--- config.mk ---
export PLATFORM = sky130hd
export DESIGN_NAME = mem_access_ctrl
export DESIGN_NICKNAME = d
export VERILOG_FILES = /design/src/rtl/mem_access_ctrl.sv
export SDC_FILE = /design/constraint.sdc
export NUM_CORES = 1
export LEC_CHECK = 0
export CAP_MARGIN = 20
export CORE_ASPECT_RATIO = 1.75
export CORE_MARGIN = 1
export CORE_UTILIZATION = 30
export CTS_CLUSTER_DIAMETER = 50
export DETAILED_ROUTE_END_ITERATION = 10
export PLACE_DENSITY_LB_ADDON = 0.08
export SLEW_MARGIN = 30
export SYNTH_ARGS = -nofsm -noshare
export SYNTH_HDL_FRONTEND = slang
export SYNTH_SLANG_ARGS = --single-unit
--- constraint.sdc ---
create_clock -name clk -period 3.87 [get_ports clk]
set_input_delay 0.774 -clock clk [delete_from_list [all_inputs] [get_ports clk]]
set_output_delay 0.774 -clock clk [all_outputs]
set_load 0.01 [all_outputs]
--- src/rtl/mem_access_ctrl.sv ---
// ============================================================================
// Module  : mem_access_ctrl
// Brief   : MEM-stage load/store sequencer with req/ack data-memory handshake.
// Revision: 1.0 - initial release
// ============================================================================
`default_nettype none

module mem_access_ctrl #(
    parameter int ADDR_BIT = 10,
    parameter int MAX_WAIT = 15
) (
    input  logic                clk,
    input  logic                rst,
    input  logic                mem_re_in,
    input  logic                mem_we_in,
    input  logic [1:0]          mem_size_in,
    input  logic                mem_sign_in,
    input  logic [31:0]         addr_in,
    input  logic [31:0]         wdata_in,
    output logic                dm_req,
    output logic                dm_we,
    output logic [ADDR_BIT-1:0] dm_addr,
    output logic [31:0]         dm_wdata,
    output logic [3:0]          dm_byte_en,
    input  logic                dm_ack,
    input  logic [31:0]         dm_rdata,
    output logic                stall,
    output logic [31:0]         datamem_data,
    output logic                misalign,
    output logic                timeout
);

    typedef enum logic [1:0] {
        S_IDLE = 2'd0,
        S_BUSY = 2'd1,
        S_DONE = 2'd2
    } state_t;

    localparam logic [7:0] c_wait_last = 8'(MAX_WAIT - 1);

    state_t              state_q;
    logic [7:0]          wait_cnt_q;
    logic                we_q;
    logic                sign_q;
    logic [1:0]          size_q;
    logic [1:0]          lane_q;
    logic                dm_req_q;
    logic                dm_we_q;
    logic [ADDR_BIT-1:0] dm_addr_q;
    logic [31:0]         dm_wdata_q;
    logic [3:0]          dm_byte_en_q;
    logic [31:0]         datamem_data_q;
    logic                misalign_q;
    logic                timeout_q;

    logic                w_access;
    logic [1:0]          w_lane;
    logic                w_misaligned;
    logic                w_start;
    logic                w_err;
    logic [31:0]         w_wdata;
    logic [3:0]          w_byte_en;
    logic [7:0]          w_ld_byte;
    logic [15:0]         w_ld_half;
    logic [31:0]         w_load_data;
    logic [31-ADDR_BIT-2:0] w_unused_addr;

    assign w_access      = mem_we_in | mem_re_in;
    assign w_lane        = addr_in[1:0];
    assign w_unused_addr = addr_in[31:ADDR_BIT+2];

    // Size 2'b11 is handled as a word, so it shares the word alignment rule.
    assign w_misaligned = ((mem_size_in == 2'b01) && w_lane[0]) ||
                          (mem_size_in[1] && (w_lane != 2'b00));
    assign w_start      = w_access && !w_misaligned;
    assign w_err        = w_access && w_misaligned;

    always_comb begin
        w_wdata   = wdata_in;
        w_byte_en = 4'b1111;
        case (mem_size_in)
            2'b00: begin
                w_wdata   = {4{wdata_in[7:0]}};
                w_byte_en = 4'b0001 << w_lane;
            end
            2'b01: begin
                w_wdata   = {2{wdata_in[15:0]}};
                w_byte_en = w_lane[1] ? 4'b1100 : 4'b0011;
            end
            default: begin
                w_wdata   = wdata_in;
                w_byte_en = 4'b1111;
            end
        endcase
    end

    always_comb begin
        w_ld_byte = 8'h00;
        case (lane_q)
            2'd0:    w_ld_byte = dm_rdata[7:0];
            2'd1:    w_ld_byte = dm_rdata[15:8];
            2'd2:    w_ld_byte = dm_rdata[23:16];
            default: w_ld_byte = dm_rdata[31:24];
        endcase
        w_ld_half   = lane_q[1] ? dm_rdata[31:16] : dm_rdata[15:0];
        w_load_data = dm_rdata;
        case (size_q)
            2'b00:   w_load_data = {{24{sign_q & w_ld_byte[7]}}, w_ld_byte};
            2'b01:   w_load_data = {{16{sign_q & w_ld_half[15]}}, w_ld_half};
            default: w_load_data = dm_rdata;
        endcase
    end

    // The IDLE term lets the pipeline freeze in the same cycle the request is seen.
    assign stall = !rst && (((state_q == S_IDLE) && w_start) || (state_q == S_BUSY));

    always_ff @(posedge clk) begin
        if (rst) begin
            state_q        <= S_IDLE;
            wait_cnt_q     <= 8'd0;
            we_q           <= 1'b0;
            sign_q         <= 1'b0;
            size_q         <= 2'b00;
            lane_q         <= 2'b00;
            dm_req_q       <= 1'b0;
            dm_we_q        <= 1'b0;
            dm_addr_q      <= '0;
            dm_wdata_q     <= 32'd0;
            dm_byte_en_q   <= 4'b0000;
            datamem_data_q <= 32'd0;
            misalign_q     <= 1'b0;
            timeout_q      <= 1'b0;
        end else begin
            case (state_q)
                S_IDLE: begin
                    if (w_start) begin
                        we_q         <= mem_we_in;
                        sign_q       <= mem_sign_in;
                        size_q       <= mem_size_in;
                        lane_q       <= w_lane;
                        dm_req_q     <= 1'b1;
                        dm_we_q      <= mem_we_in;
                        dm_addr_q    <= addr_in[ADDR_BIT+1:2];
                        dm_wdata_q   <= w_wdata;
                        dm_byte_en_q <= mem_we_in ? w_byte_en : 4'b0000;
                        wait_cnt_q   <= 8'd0;
                        state_q      <= S_BUSY;
                    end else if (w_err) begin
                        misalign_q     <= 1'b1;
                        datamem_data_q <= 32'd0;
                    end
                end
                S_BUSY: begin
                    if (dm_ack) begin
                        dm_req_q       <= 1'b0;
                        datamem_data_q <= we_q ? 32'd0 : w_load_data;
                        state_q        <= S_DONE;
                    end else if (wait_cnt_q == c_wait_last) begin
                        dm_req_q       <= 1'b0;
                        timeout_q      <= 1'b1;
                        datamem_data_q <= 32'd0;
                        state_q        <= S_DONE;
                    end else begin
                        wait_cnt_q <= wait_cnt_q + 8'd1;
                    end
                end
                S_DONE: begin
                    state_q <= S_IDLE;
                end
                default: begin
                    state_q <= S_IDLE;
                end
            endcase
        end
    end

    assign dm_req       = dm_req_q;
    assign dm_we        = dm_we_q;
    assign dm_addr      = dm_addr_q;
    assign dm_wdata     = dm_wdata_q;
    assign dm_byte_en   = dm_byte_en_q;
    assign datamem_data = datamem_data_q;
    assign misalign     = misalign_q;
    assign timeout      = timeout_q;

endmodule

`default_nettype wire

==> results.txt <==
initial antenna violation count: 0
n_diodes: 0
area delta synth->final: 45.2%
period utilisation layout: 83.3%
Seq cells post-synth: 97
fin area: 6700 um2
Mapped Area: 4620 um2
largest net degree at the start of global routing: 57
CP arrival: 2.45 ns
met3 global-route usage: 4.53%
initial core utilization: 30.8%
Worst EP required: 3.10 ns
drt total wl: 14700 um
die area: 15900 um2
Crit Path Max Fanout: 5
GRT met2 Usage: 34.2%
initial DRC count: 182
most frequent cell on the critical path: clkdlybuf4s50_1
TritonRoute pass-1 iters: 4
CTS tree: yes
slew at the pin with the worst max-slew slack: 0.795 ns
commonest non-fill, non-tap cell in the layout: clkdlybuf4s50_1
unrepaired setup endpoints after global routing: false
via density per instance: 5.11
setup TNS: 0 ns
Post-synth EDFFs: 0
DR WL/cell: 16.9 um
DP Wirelength: 10900 um
Synth async-reset ratio: 0%
height of the die: 166 um
Post-Syn Instances: 539
Via Count: 4450
postcts setup bufs: 0
I/O Pins: 187
vias in the first global route: 4386
Die W: 95.8 um
worst min path class: register to register
Longest Clk Path Bufs: 2
final clock skew: 0.00821 ns
CP Launch Type: input port
routing usage on met1: 19.3%
max-cap viol count: 0
PwrDens: 382 nW/um2
Critical Path, Cell by Cell: clkdlybuf4s50_1 -> o21ai_1 -> a31oi_1 -> nor3_1 -> clkdlybuf4s50_1
VDD IR max: 244 uV
hold slack: 0.453 ns
drt drc: 0
Seq/Total Area, Yosys: 42.0%
status: completed
Hold-fix buffers, CTS: 0
global routing's busiest layer: met2
syn_nets: 645
top_reg_cell synth: dfxtp_1
All-Layer GR Usage: 18.4%
core area: 15000 um2
final hold viol count: 0
reg2reg setup slack: 1.58 ns
Synth cell types: 58
Setup Crit Path Kind: input port to primary output
GR Overflow Total: 0
synth warn: 0
ANT nets after route: 0
crit path max-delay cell type: clkdlybuf4s50_1
Slew Viols, Final: 0
Fmax achieved: 0.310 GHz
Final setup viols: 0
min Tclk post-route: 3.22 ns
clock-pin transition on the worst setup and hold timing paths: 0.07 ns
gp weighted congestion: 0.777
TritonCTS sink count: 97
H-tree depth: 3
leakage power: 2.33 nW
first-pass GRT wire length: 22700 um
Layout fillers: 1495
commonest non-fill, non-tap cells in the layout: 165 x clkdlybuf4s50_1, 112 x nand2_1, 97 x dfxtp_1, 41 x a21oi_1
Clock Latency Late Sink: 0.33 ns
DP Area: 6390 um2
Rel. slew slack: 46.5%
Mean Syn Cell Area: 8.57 um2
Root Buffer: clkbuf_16
CTS Buf Count: 9
fraction of layout cells with a size suffix above 1: 6.70%
FP Rows: 59
critical path capture point type: primary output
max incr delay on CP: 0.59 ns
final net count: 789
CTS resizes: 0
IO buf count: 166
## worst max-delay path, delay by kind of cell
| family | cells | cell delay [ns] |
|---|---|---|
| buffers and inverters | 2 | 1.08 |
| AOI/OAI and AO/OA | 2 | 0.45 |
| and+or+nand+nor | 1 | 0.14 |
## power by group
| group | internal [W] | switching (W) | leakage [nW] | total (W) |
|---|---|---|---|---|
| Clock | 0.000564 | 0.000386 | 0.149 | 0.000950 |
| Sequential | 0.00105 | 0.0000432 | 0.790 | 0.00110 |
| Combinational | 0.000260 | 0.000254 | 1.39 | 0.000514 |
| Total | 0.00188 | 0.000683 | 2.33 | 0.00256 |
## final timing paths
| check | start | end | depth (start not counted) |
|---|---|---|---|
| hold reg to reg | dm_byte_en[2] | dm_byte_en[2] | 2 |
| setup reg to reg | lane_q[0] | datamem_data[26] | 4 |
| hold / removal | dm_byte_en[2] | dm_byte_en[2] | 2 |
| setup / recovery | addr_in[1] | stall | 5 |
## flip-flops by register name, summed over array words and instances (netlist names), 2 cells and up
| name | cells |
|---|---|
| dm_wdata | 32 |
| dm_byte_en | 4 |
| wait_cnt_q | 8 |
| datamem_data | 32 |
| size_q | 2 |
| lane_q | 2 |
| dm_addr | 10 |
| state_q | 2 |
## cells in the mapped netlist, types with 2 or more instances
library cell / count / area (um2)
nor3b_1: 4 / 30.0
a31oi_1: 9 / 56.3
ha_1: 2 / 25.0
nor4_1: 2 / 12.5
nand4b_1: 3 / 26.3
xnor2_1: 6 / 52.6
o2bb2ai_1: 23 / 201
nand3b_1: 8 / 60.1
mux2_2: 9 / 101
nand2_1: 112 / 420
o211ai_1: 4 / 30.0
a311oi_1: 9 / 78.8
nor2b_1: 18 / 113
nor2_1: 24 / 90.1
buf_1: 3 / 11.3
a21oi_1: 41 / 205
or3_1: 8 / 50.1
mux2i_1: 23 / 230
o21ai_1: 2 / 10.0
a211oi_1: 9 / 67.6
o21ai_0: 24 / 120
nand2b_1: 8 / 50.1
buf_2: 13 / 65.1
nand3_1: 5 / 25.0
nor3_1: 9 / 45.0
dfxtp_1: 97 / 1940
clkbuf_1: 23 / 86.3
a32o_1: 7 / 70.1
inv_1: 5 / 18.8
## per-stage QoR
stage               setup slack (ns)  total power (W)  utilization [%]  cells
floorplan                       1.37          0.00137                -    539
global placement               0.631          0.00163             42.6    855
detailed placement             0.645          0.00164             42.6    855
CTS                            0.625          0.00260             44.7    870
global route                   0.515          0.00268             44.7    870
finish                         0.648          0.00256             44.7    870
## cell type report
cell class              count  area [um2]  share of cell area (%)
well taps                 183         229                    3.42
clock inverters             5        81.3                    1.21
clock buffers              10         229                    3.42
repair buffers            175        1740                    25.9
inverters                   5        18.8                   0.280
multi-input cells         395        2470                    36.8
flip-flops and latches     97        1940                    29.0
## routing by layer
layer / up-vias / routed length [um]
li1: 2204 / -
met3: 10 / 968
met1: 2091 / 5470
met2: 145 / 8030
met4: 0 / 269
met5: - / 0
## logic make-up after synthesis
logic type	Yosys count	synth area share [%]
multiplexers	33	7.50
flip-flops	97	42.0
adder cells (fa/ha/maj)	2	0.542
buffers and inverters	47	4.61
XOR/XNOR	7	1.33
AND/OR/NAND/NOR	212	22.2
AO/OA/AOI/OAI	141	21.8
(Power assumes the default switching activity.)
